$ cat src/rtl/top.sv
// Self-stimulating LFSR/accumulator datapath with run-length stop and parity integrity check.
// Optional simulation trace of each active cycle when TOP_TRACE_EN is defined.
module top #(
  parameter int                 WIDTH      = 16,
  parameter logic [WIDTH-1:0]   LFSR_SEED  = 16'hACE1,
  parameter int                 RUN_CYCLES = 8
) (
  input  logic             clock,
  input  logic             reset,
  output logic [7:0]       cycle_cnt,
  output logic [WIDTH-1:0] lfsr_q,
  output logic [WIDTH-1:0] acc_q,
  output logic             done,
  output logic             err
);

  // x^16+x^14+x^13+x^11+1, right-shifting Galois form
  localparam logic [WIDTH-1:0] TAP_MASK = 16'hB400;
  localparam logic [7:0]       RUN_LAST = 8'(RUN_CYCLES);

  logic             parity_sh;
  logic             lockup;
  logic             parity_bad;
  logic             err_set;
  logic [7:0]       cnt_inc;
  logic [WIDTH-1:0] lfsr_nxt;
  logic [WIDTH-1:0] acc_nxt;

  always_comb begin
    lockup     = (lfsr_q == '0);
    cnt_inc    = cycle_cnt + 8'd1;
    parity_bad = ((^acc_q) != parity_sh);
    err_set    = parity_bad || (!done && lockup);
    // a zero LFSR contributes nothing and is replaced by the seed
    acc_nxt    = lockup ? acc_q : acc_q + lfsr_q;
    if (lockup)
      lfsr_nxt = LFSR_SEED;
    else
      lfsr_nxt = (lfsr_q >> 1) ^ (lfsr_q[0] ? TAP_MASK : '0);
  end

  always_ff @(posedge clock or negedge reset) begin
    if (!reset) begin
      cycle_cnt <= '0;
      lfsr_q    <= LFSR_SEED;
      acc_q     <= '0;
      done      <= 1'b0;
      err       <= 1'b0;
      parity_sh <= 1'b0;
    end else begin
      if (err_set)
        err <= 1'b1;
      if (!done) begin
        acc_q     <= acc_nxt;
        lfsr_q    <= lfsr_nxt;
        cycle_cnt <= cnt_inc;
        parity_sh <= ^acc_nxt;
        if (cnt_inc == RUN_LAST)
          done <= 1'b1;
      end
    end
  end

`ifdef TOP_TRACE_EN
  always @(posedge clock) begin
    if (reset) begin
      if (!done)
        $display("top: cycle_cnt=%0d lfsr_q=%h acc_q=%h", cycle_cnt, lfsr_q, acc_q);
      if (!done && cnt_inc == RUN_LAST)
        $display("top: run complete after %0d cycles", RUN_CYCLES);
      if (!err && err_set)
        $display("top: integrity error raised");
    end
  end
`else
`endif

endmodule

$ cat config.mk
export PLATFORM = sky130hd
export DESIGN_NAME = top
export DESIGN_NICKNAME = d
export VERILOG_FILES = /design/src/rtl/top.sv
export SDC_FILE = /design/constraint.sdc
export NUM_CORES = 1
export LEC_CHECK = 0
export ABC_AREA = 1
export CAP_MARGIN = 20
export CORE_MARGIN = 3
export CORE_UTILIZATION = 50
export DETAILED_ROUTE_END_ITERATION = 10
export PLACE_DENSITY = 0.79
export SYNTH_ARGS = -nofsm -noshare
export SYNTH_HDL_FRONTEND = slang
export SYNTH_SLANG_ARGS = --single-unit
$ cat constraint.sdc
create_clock -name clock -period 2.4 [get_ports clock]
set_input_delay 0.48 -clock clock [delete_from_list [all_inputs] [get_ports clock]]
set_output_delay 0.48 -clock clock [all_outputs]
set_load 0.03 [all_outputs]
==> summary.md, run 1 <==
| Metric | Value |
|---|---|
| Pwr Total | `1.27 mW` |
| Crit start category | `register` |
| PwrDens | `272 nW/um^2` |
| First-pass detailed-route iteration total | `5` |
| Placeable core region | `6910 sq um` |
| CP required | `2.60 ns` |
| Max Transition Viols Final | `0` |
| Vias in the first global route | `3671` |
| Die ar. | `8280 sq um` |
| Syn_nets | `around 580` |
| Worst-Skew Late Latency | `0.30 ns` |
| Met2 global-route usage | `0.413` |
| DRC violations left | `0` |
| Io pins | `44` |
| Synthesis Warnings | `0` |
| Max Fclk | `slightly above 0.4 GHz` |
| Most Crowded Layer GR | `met2` |
| Port Buffers | `43` |
| Ant. Diodes | `0` |
| Seq pwr share | `0.572` |
| Int Pwr | `approximately 960 uW` |
| Initial Util | `0.523` |
| Failing checks | `setup timing` |
| Average size of a mapped cell | `6.39 sq um` |
| Worst setup margin | `-0.0831 ns` |
| FF+latch count, synth | `43` |
| Worst-Margin Slew | `roughly 0.58 ns` |
| Start point of the critical path | `lfsr_q[5]$_DFFE_PN1N_` |
| Sw Share | `0.241` |
| Crit path DAT | `approximately 2.7 ns` |
| Hold Path Class | `primary input to async pin` |
| Vias/cell | `5.30` |
| Non-Filler Instances | `737` |
| R2r worst-path depth | `19` |
| CTS Buf Count | `5` |
| Routed length per instance | `14.0 microns` |
| Final wirelength | `slightly above 10 mm` |
| Commonest non-fill, non-tap cells in the layout | `nand2_1 (200), inv_1 (71), nand3_1 (54), clkdlybuf4s50_1 (41), buf_4 (40)` |
| DR vias | `3907` |
| Synth-to-layout area growth | `29.2%` |
| H-tree lvl count | `2` |
| FF-to-FF End | `parity_sh$_DFFE_PN0N_` |
| Post-DP HPWL | `~7.6 mm` |
| Max Root-Sink Buffers | `2` |
| Initial antenna violation count | `0` |
| Lkg Pwr | `2.45 nW` |
| Clock tree sinks | `43` |
| Worst clock skew | `0.0107 ns` |
| DIE HEIGHT | `91.0 microns` |
| Crit Path Class | `register to register` |
| Post-route minimum period | `2.48 ns` |
| Die width | `about 90 microns` |
| Initial drt markers | `282` |
| Period utilization | `1.03` |
| Post-synthesis cell type count | `32` |
| Commonest non-fill, non-tap cell in the layout | `nand2_1` |
| Comb power frac | `0.013` |
| R2R setup slack | `-0.08 ns` |
| Met1 Use GR | `0.332` |
| Clock transition at the registers of the reported paths | `0.10 ns` |
| Outcome | `finished with violations` |
| Gr usage total | `0.246` |
| Register area share after synthesis | `0.301` |
| Worst Setup End Kind | `register` |
| Post-placement cell area | `4350 sq um` |
| Final Hold Vio Count | `0` |
| Remaining antenna violation count after routing | `0` |
| Worst-path maximum fanout | `5` |
| Design Area, Final | `4670 sq um` |
| DP Cell Count | `723` |
| Cells after Synth | `between 500 and 600` |
| Max Cap Viol | `0` |
| Peak supply drop | `between 0.2 and 0.3 mV` |
| Slew Limit Headroom | `0.611` |
| Top FF cell, synth | `dfrtp_1` |
| EDFF count, synth | `0` |
| RSZ-0062 raised after global routing | `true` |
| Share of layout cells above drive strength 1 | `0.189` |
| Reg2reg start | `lfsr_q[5]$_DFFE_PN1N_` |
| Hold-fix buffers at CTS | `0` |
| First-pass GRT wire length | `16.8 mm` |
| Post-synth design cell area | `3610 sq um` |
| Total congestion overflow | `0` |
| Ys async rst share | `1.00` |
| CTS tree | `built` |
| Largest net degree at the start of global routing | `51` |
| Net Sw Power | `305 uW` |
| Core Rows | `30` |
| Clock Tree Root | `clkbuf_8` |
| NumNets Final | `about 660` |
| Clock network power share | `0.416` |
| Final setup viols | `1` |
| Placer Congestion | `slightly above 0.9` |
| GRT met3 Usage | `0.0373` |
cell usage after synthesis (4+ instances only):
| library cell | number | share of area |
|---|---|---|
| clkbuf_1 | 8 | 0.0083 |
| buf_2 | 5 | 0.0069 |
| or2_0 | 6 | 0.010 |
| a21oi_1 | 10 | 0.014 |
| xnor2_1 | 17 | 0.041 |
| inv_1 | 75 | 0.078 |
| xor2_1 | 9 | 0.022 |
| nand4_1 | 6 | 0.010 |
| o21ai_0 | 38 | 0.053 |
| nand2_1 | 225 | 0.23 |
| ha_1 | 16 | 0.055 |
| dfstp_2 | 8 | 0.058 |
| nand3_1 | 60 | 0.083 |
| nor2_1 | 20 | 0.021 |
| nand3b_1 | 4 | 0.0083 |
| dfrtp_1 | 35 | 0.24 |
area by class of cell:
cell class	count	area, sq um
Multi-Input combinational cell	431	2350
Fill cell	619	2240
Sequential cell	43	1090
Timing Repair Buffer	82	716
Inverter	77	289
Tap cell	96	120
Clock buffer	6	82.6
Clock inverter	2	16.3
routing by layer:
| layer | vias to the layer above | share of wire |
|---|---|---|
| met1 | 1832 | 0.44 |
| met3 | 21 | 0.055 |
| met5 | - | 0 |
| li1 | 1918 | - |
| met2 | 136 | 0.48 |
| met4 | 0 | 0.020 |
kinds of logic (layout without fill, tap and decap cells):
| family | count (synthesis) | count (layout) | share of synthesized area |
|---|---|---|---|
| adders and majority gates | 17 | 17 | 0.0610 |
| DFF | 43 | 43 | 0.301 |
| buffers and inverters | 91 | 167 | 0.0984 |
| AOI/OAI and AO/OA | 54 | 54 | 0.0786 |
| and+or+nand+nor | 334 | 334 | 0.398 |
| xor gates and xnor gates | 26 | 26 | 0.0630 |
sequential cells by signal, indices dropped and copies added, names as in the netlist:
signal / flops
parity_sh: 1
cycle_cnt: 8
err: 1
lfsr_q: 16
acc_q: 16
done: 1
per-stage QoR:
| stage | util | hold WS, ns | setup slack (ns) | setup TNS [ns] |
|---|---|---|---|---|
| 3_3_place_gp | 0.630 | 0.461 | -0.0287 | -0.0287 |
| 6_report | 0.676 | 0.243 | -0.0831 | -0.0831 |
| 4_1_cts | 0.653 | 0.268 | -0.122 | -0.122 |
| 5_1_grt | 0.676 | 0.286 | -0.276 | -0.276 |
| 2_1_floorplan | - | 0.184 | -0.0903 | -0.0903 |
| 3_5_place_dp | 0.630 | 0.461 | -0.105 | -0.105 |
power groups by stage:
stage                     clock [mW]  combinational, mW  sequential, mW
after CTS                      0.531             0.0172           0.725
final                          0.527             0.0162           0.725
after floorplan                    0         0.00000159           0.739
after global routing           0.563             0.0188           0.725
after detailed placement           0             0.0172           0.738
after global placement             0             0.0170           0.738
timing repair:
action	in CTS	in global routing
hold endpoints to repair	0	0
cloned	0	0
pin swaps	11	13
setup endpoints to repair	1	1
setup buffers	2	4
gates resized for setup	13	41
worst max-delay path by stage:
stage / end / slack, ns / cells after the start
after floorplan: parity_sh$_DFFE_PN0N_ / -0.09 / 23
after global placement: parity_sh$_DFFE_PN0N_ / -0.03 / 23
after detailed placement: parity_sh$_DFFE_PN0N_ / -0.11 / 23
after CTS: parity_sh$_DFFE_PN0N_ / -0.12 / 23
after global routing: parity_sh$_DFFE_PN0N_ / -0.28 / 19
final: parity_sh$_DFFE_PN0N_ / -0.08 / 19
worst max-delay path: stages, from the launching register on:
cell and delay [ns]:
dfstp_2 0.56, ha_1 0.31, nand2_2 0.13, inv_1 0.07, a21oi_2 0.17, nand2_1 0.10
nand2_1 0.12, nand3_1 0.12, nand2_1 0.09, nand2_1 0.05, nand2_1 0.09, nand2_1 0.06
nand2_1 0.10, nand2_2 0.08, nand2_2 0.06, nand2_2 0.05, nand2_1 0.06, nand2_1 0.04
nand3_1 0.07, nand2_1 0.06
No activity file was read; power rests on OpenSTA's default activity.
==> inputs of run 2 (changes only) <==
CORE_UTILIZATION = 51   (was 50)
HOLD_SLACK_MARGIN = 0.08   (was unset)
PLACE_DENSITY = 0.88   (was 0.79)
==> summary.md, run 2 (synthesis results as in run 1) <==
| Metric | Value |
|---|---|
| Outcome | `finished with violations` |
| Failing checks | `setup timing` |
| Most Crowded Layer GR | `met2` |
| Max Fclk | `0.392 GHz` |
| Crit Path Class | `register to register` |
| Clock tree sinks | `between 40 and 50` |
| FILL cells | `527` |
| Peak supply drop | `around 0.4 mV` |
| Final Hold Vio Count | `0` |
| R2r worst-path depth | `23` |
| Clock transition at the registers of the reported paths | `0.10 ns` |
| Initial drt markers | `407` |
| Hold-fix buffers at CTS | `0` |
| Period utilization | `1.06` |
| PwrDens | `roughly 260 nW/um^2` |
| Port Buffers | `43` |
| Post-route minimum period | `2.55 ns` |
| Max Transition Viols Final | `0` |
| GRT met3 Usage | `0.0343` |
| Remaining antenna violation count after routing | `0` |
| Die ar. | `between 8000 and 9000 sq um` |
| Fin util | `0.687` |
| Final setup viols | `1` |
| Slew Limit Headroom | `0.411` |
| Ant. Diodes | `0` |
| Initial antenna violation count | `0` |
| Max Cap Viol | `0` |
| H-tree lvl count | `2` |
| Gr usage total | `0.267` |
| Crit path DAT | `2.74 ns` |
| CTS tree | `built` |
| Met2 global-route usage | `0.461` |
| Pwr Total | `approximately 1.2 mW` |
| DIE HEIGHT | `90.2 microns` |
| Commonest non-fill, non-tap cells in the layout | `nand2_1 (201), inv_1 (71), nand3_1 (53), clkdlybuf4s50_1 (41)` |
| Synth-to-layout area growth | `29.9%` |
| RSZ-0062 raised after global routing | `true` |
| Core Rows | `30` |
| Placeable core region | `6830 sq um` |
| Multi-input gate area | `~2400 sq um` |
| Die width | `between 90 and 100 microns` |
| Worst-Margin Slew | `0.882 ns` |
| Share of layout cells above drive strength 1 | `0.186` |
| First-pass detailed-route iteration total | `5` |
| Routed length per instance | `about 15 microns` |
| CP required | `between 2 and 3 ns` |
| CTS Buf Count | `5` |
| CP max-delay cell | `dfstp_2` |
| Hold Path Class | `primary input to async pin` |
| Initial Util | `0.529` |
| Vias in the first global route | `3950` |
| Post-DP HPWL | `slightly above 8 mm` |
| Lkg Pwr | `2.46 nW` |
| Clock Tree Root | `clkbuf_8` |
| Met1 Use GR | `0.326` |
| DR vias | `4144` |
| Crit start category | `register` |
| DRC violations left | `0` |
| Max Root-Sink Buffers | `2` |
| Placer Congestion | `slightly above 0.9` |
| Vias/cell | `5.63` |
| Io pins | `44` |
| Worst setup margin | `-0.152 ns` |
| First-pass GRT wire length | `17.9 mm` |
| Cell Chain, Critical Path | `ha_4 -> inv_2 -> fa_2 -> inv_2 -> nand2_2 -> nand2_2 -> nand3_2 -> nand2_2 -> nand2_2 -> nand2_2 -> nand2_1 -> nand3_1 -> nand2_1 -> nand2_1 -> nand2_1 -> inv_1 -> nand2_2 -> nand2_2 -> nand2_2 -> nand2_2 -> nand2_1 -> nand3_1 -> nand2_1` |
| FF-to-FF End | `parity_sh$_DFFE_PN0N_` |
| Worst Setup End Kind | `register` |
| Commonest non-fill, non-tap cell in the layout | `nand2_1` |
| Reg2reg start | `lfsr_q[0]$_DFFE_PN1N_` |
| R2R setup slack | `-0.15 ns` |
| Total congestion overflow | `0` |
| CP peak stage delay | `0.56 ns` |
| NumNets Final | `658` |
| Worst clock skew | `0.00824 ns` |
| CP most frequent cell | `nand2_2` |
| Worst-path maximum fanout | `3` |
| Worst-Skew Late Latency | `about 0.3 ns` |
| Biggest regs | `acc_q x16, lfsr_q x16, cycle_cnt x8` |
| Largest net degree at the start of global routing | `34` |
| Final wirelength | `11.3 mm` |
| Register area | `1090 sq um` |
==> run 2: cell count changes in the layout (fill, tap and decap cells not counted), moves of 2 or more <==
cell     before  now
dfrtp_2       2    0
ha_4          4    6
dfrtp_1      33   35
inv_6         0    2
ha_1          6    4
buf_4        40   38
==> run 2: power breakdown <==
part / leakage [nW] / switching [mW] / total [mW] / internal, mW
Sequential: 0.500 / 0 / 0.725 / 0.725
Combinational: 1.91 / 0.0144 / 0.0172 / 0.00271
Clock: 0.0491 / 0.286 / 0.501 / 0.215
==> run 2: through the flow <==
| step | instances | cell area (sq um) | hold WS (ns) | setup WS (ns) | setup TNS (ns) |
|---|---|---|---|---|---|
| after CTS | 733 | 4540 | 0.103 | -0.0893 | -0.0893 |
| after detailed placement | 721 | 4350 | 0.429 | -0.138 | -0.138 |
| after global routing | 736 | 4690 | 0.107 | -0.316 | -0.316 |
| after global placement | 721 | 4350 | 0.430 | -0.00913 | -0.00913 |
| after floorplan | 565 | 3630 | 0.184 | -0.0903 | -0.0903 |
| final | 736 | 4690 | 0.103 | -0.152 | -0.152 |
==> run 2: routing by layer <==
layer / part of all wire / wire length [microns] / up-vias
li1: - / - / 1927
met1: 0.38 / 4270 / 1913
met2: 0.49 / 5570 / 244
met3: 0.082 / 921 / 60
met4: 0.048 / 545 / 0
met5: 0 / 0 / -
==> run 2: area by class of cell <==
cell class                      count  area share
Sequential cell                    43       0.232
Tap cell                           96      0.0256
Inverter                           77      0.0616
Clock inverter                      3     0.00560
Timing Repair Buffer               81       0.154
Clock buffer                        5      0.0147
Multi-Input combinational cell    431       0.507
==> run 2: how the worst max path moves through the flow <==
stage	from	to	slack (ns)	cells past startpoint
floorplan	lfsr_q[0]$_DFFE_PN1N_	parity_sh$_DFFE_PN0N_	-0.09	23
global placement	lfsr_q[0]$_DFFE_PN1N_	parity_sh$_DFFE_PN0N_	-0.009	23
detailed placement	lfsr_q[11]$_DFFE_PN1N_	parity_sh$_DFFE_PN0N_	-0.14	19
CTS	lfsr_q[0]$_DFFE_PN1N_	parity_sh$_DFFE_PN0N_	-0.09	23
global route	lfsr_q[0]$_DFFE_PN1N_	parity_sh$_DFFE_PN0N_	-0.32	23
finish	lfsr_q[0]$_DFFE_PN1N_	parity_sh$_DFFE_PN0N_	-0.15	23
==> run 2: repair_timing <==
| action | in CTS | in global routing |
|---|---|---|
| buffers inserted | 4 | 3 |
| resized for setup | 15 | 37 |
| pin swaps | 9 | 11 |
| endpoints found under the setup margin | 1 | 1 |
==> run 2: critical path, delay by kind of cell, from the launching register on <==
kind,cells,cell delay (ns)
fa+ha+maj,2,0.49
buf+inv,3,0.22
flops,1,0.56
simple gates,18,1.17
==> inputs of run 3 (changes only) <==
GPL_TIMING_DRIVEN = 0   (was unset)
==> summary.md, run 3 (synthesis results as in run 1) <==
| Metric | Value |
|---|---|
| Vias/cell | `5.40` |
| Vias in the first global route | `3722` |
| Outcome | `finished with violations` |
| Commonest non-fill, non-tap cells in the layout | `nand2_1 (213), inv_1 (71), nand3_1 (53), clkdlybuf4s50_1 (42), o21ai_0 (38)` |
| Largest net degree at the start of global routing | `37` |
| Start point of the critical path | `lfsr_q[0]$_DFFE_PN1N_` |
| Post-Place Setup Slack | `-0.377 ns` |
| Port Buffers | `43` |
| Initial drt markers | `292` |
| Initial antenna violation count | `0` |
| Max Fclk | `0.380 GHz` |
| Delay-heaviest family, CP | `simple AND/OR/NAND/NOR gates` |
| CTS tree | `built` |
| Clock tree sinks | `43` |
| Clock transition at the registers of the reported paths | `about 0.09 ns` |
| Worst-path maximum fanout | `3` |
| Crit path to | `parity_sh$_DFFE_PN0N_` |
| H-tree lvl count | `2` |
| CP most frequent cell | `nand2_1` |
| DIE HEIGHT | `between 90 and 100 microns` |
| Worst setup margin | `-0.233 ns` |
| Pwr Total | `approximately 1.2 mW` |
| Reg2reg start | `lfsr_q[0]$_DFFE_PN1N_` |
| FILL cells | `601` |
| PwrDens | `about 270 nW/um^2` |
| Crit path DAT | `between 2 and 3 ns` |
| Die ar. | `8130 sq um` |
| Post-route minimum period | `2.63 ns` |
| Lkg Pwr | `2.36 nW` |
| Remaining antenna violation count after routing | `0` |
| First-pass detailed-route iteration total | `6` |
| Failing checks | `setup timing` |
| Max Transition Viols Final | `0` |
| Initial Util | `0.529` |
| First-pass GRT wire length | `about 17 mm` |
| DRC violations left | `0` |
| Die width | `roughly 90 microns` |
| Worst-Skew Late Latency | `0.30 ns` |
| Biggest regs | `acc_q x16, lfsr_q x16, cycle_cnt x8` |
| Placeable core region | `6830 sq um` |
| Non-Filler Instances | `720` |
| NumNets Final | `642` |
| Final setup viols | `1` |
| Register area | `1090 sq um` |
| RSZ-0062 raised after global routing | `true` |
| CP peak stage delay | `0.56 ns` |
| Post-DP HPWL | `7.91 mm` |
| Slew Limit Headroom | `0.626` |
| Final wirelength | `between 10 and 15 mm` |
| Crit start category | `register` |
| CP max-delay cell | `dfstp_2` |
| Share of layout cells above drive strength 1 | `0.107` |
| Commonest non-fill, non-tap cell in the layout | `nand2_1` |
| Max Cap Viol | `0` |
| Crit Path Class | `register to register` |
| Hold Path Class | `register to register` |
| Fin util | `0.646` |
| CP required | `approximately 2.6 ns` |
| DP Cell Count | `705` |
| Worst Setup End Kind | `register` |
| Peak supply drop | `0.358 mV` |
| R2R setup slack | `-0.23 ns` |
| Max Root-Sink Buffers | `2` |
| Cell Chain, Critical Path | `ha_4 -> inv_2 -> fa_2 -> inv_2 -> nand2_2 -> nand2_2 -> nand3_2 -> nand2_2 -> nand2_1 -> nand3_2 -> nand2_1 -> nand3_1 -> nand2_1 -> nand2_1 -> nand2_1 -> nand2_1 -> nand2_1 -> inv_1 -> nand3_1 -> nand3_2 -> nand2_1` |
| Gr usage total | `0.255` |
| Ant. Diodes | `0` |
| Final Hold Vio Count | `0` |
| Core Rows | `30` |
| Synth-to-layout area growth | `22.2%` |
| DR vias | `~4k` |
| Period utilization | `1.10` |
| Multi-input gate area | `approximately 2300 sq um` |
| Post-placement cell area | `approximately 4200 sq um` |
| Io pins | `44` |
| Worst path depth | `21` |
| Placer Congestion | `0.912` |
| FF-to-FF End | `parity_sh$_DFFE_PN0N_` |
| Design Area, Final | `around 4400 sq um` |
| Total congestion overflow | `0` |
| CTS Buf Count | `5` |
| R2r worst-path depth | `21` |
| WP buf/inv | `3` |
| Worst-Margin Slew | `0.561 ns` |
| Worst clock skew | `approximately 0.0065 ns` |
| Routed length per instance | `14.4 microns` |
| Clock Tree Root | `clkbuf_8` |
run 3: cell types whose count changed in the layout (fill, tap and decap cells not counted), sizes merged:
| cell | delta |
|---|---|
| buf | -27 |
| clkbuf | +10 |
| clkdlybuf4s50 | +1 |
| clkinvlp | +1 |
| dlygate4sd3 | +1 |
| inv | -2 |
run 3: cell type report:
| class | instances | area share |
|---|---|---|
| multi-input combinational | 431 | 0.512 |
| clock buffer | 6 | 0.0164 |
| clock inverter | 2 | 0.00283 |
| buffer | 14 | 0.0156 |
| sequential | 43 | 0.247 |
| inverter | 77 | 0.0655 |
| tap | 96 | 0.0272 |
| timing repair buffer | 51 | 0.113 |
run 3: through the flow:
step / setup TNS, ns / hold slack [ns]
floorplan: -0.0903 / 0.184
global placement: -8.11 / 0.458
detailed placement: -0.377 / 0.349
CTS: -0.154 / 0.511
global route: -0.320 / 0.554
finish: -0.233 / 0.510
run 3: how the worst min path moves through the flow:
stage | startpoint | to | slack [ns] | cells after the start
2_1_floorplan | reset | acc_q[0]$_DFFE_PN0N_ | 0.18 | 0
3_3_place_gp | err$_DFFE_PN0P_ | err$_DFFE_PN0P_ | 0.46 | 1
3_5_place_dp | reset | lfsr_q[1]$_DFFE_PN0N_ | 0.35 | 1
4_1_cts | parity_sh$_DFFE_PN0N_ | parity_sh$_DFFE_PN0N_ | 0.51 | 2
5_1_grt | err$_DFFE_PN0P_ | err$_DFFE_PN0P_ | 0.55 | 1
6_report | parity_sh$_DFFE_PN0N_ | parity_sh$_DFFE_PN0N_ | 0.51 | 2
run 3: worst register-to-register path, delay by kind of cell (launching register included):
family        cells  cell delay [ns]
fa+ha+maj         2             0.51
simple gates     16             1.26
flops             1             0.56
buf+inv           3             0.19
run 3: routing by layer:
layer | GRT usage | routed length (microns)
met2 | 0.450 | 5100
met1 | 0.323 | 4350
met3 | 0.0326 | 710
met4 | 0.0816 | 208
met5 | 0 | 0
run 3: repair_timing:
| action | 4_1_cts | 5_1_grt |
|---|---|---|
| endpoints found under the setup margin | 1 | 1 |
| endpoints found under the hold margin | 7 | 0 |
| pin swaps | 3 | 8 |
| hold buffers | 1 | 0 |
| gates resized for setup | 9 | 19 |
| buffers inserted | 5 | 1 |
| cloned | 0 | 0 |
run 3: power breakdown:
| part | internal (mW) | switching [mW] |
|---|---|---|
| clock network | 0.204 | 0.263 |
| logic | 0.00495 | 0.0145 |
| registers | 0.724 | 0 |
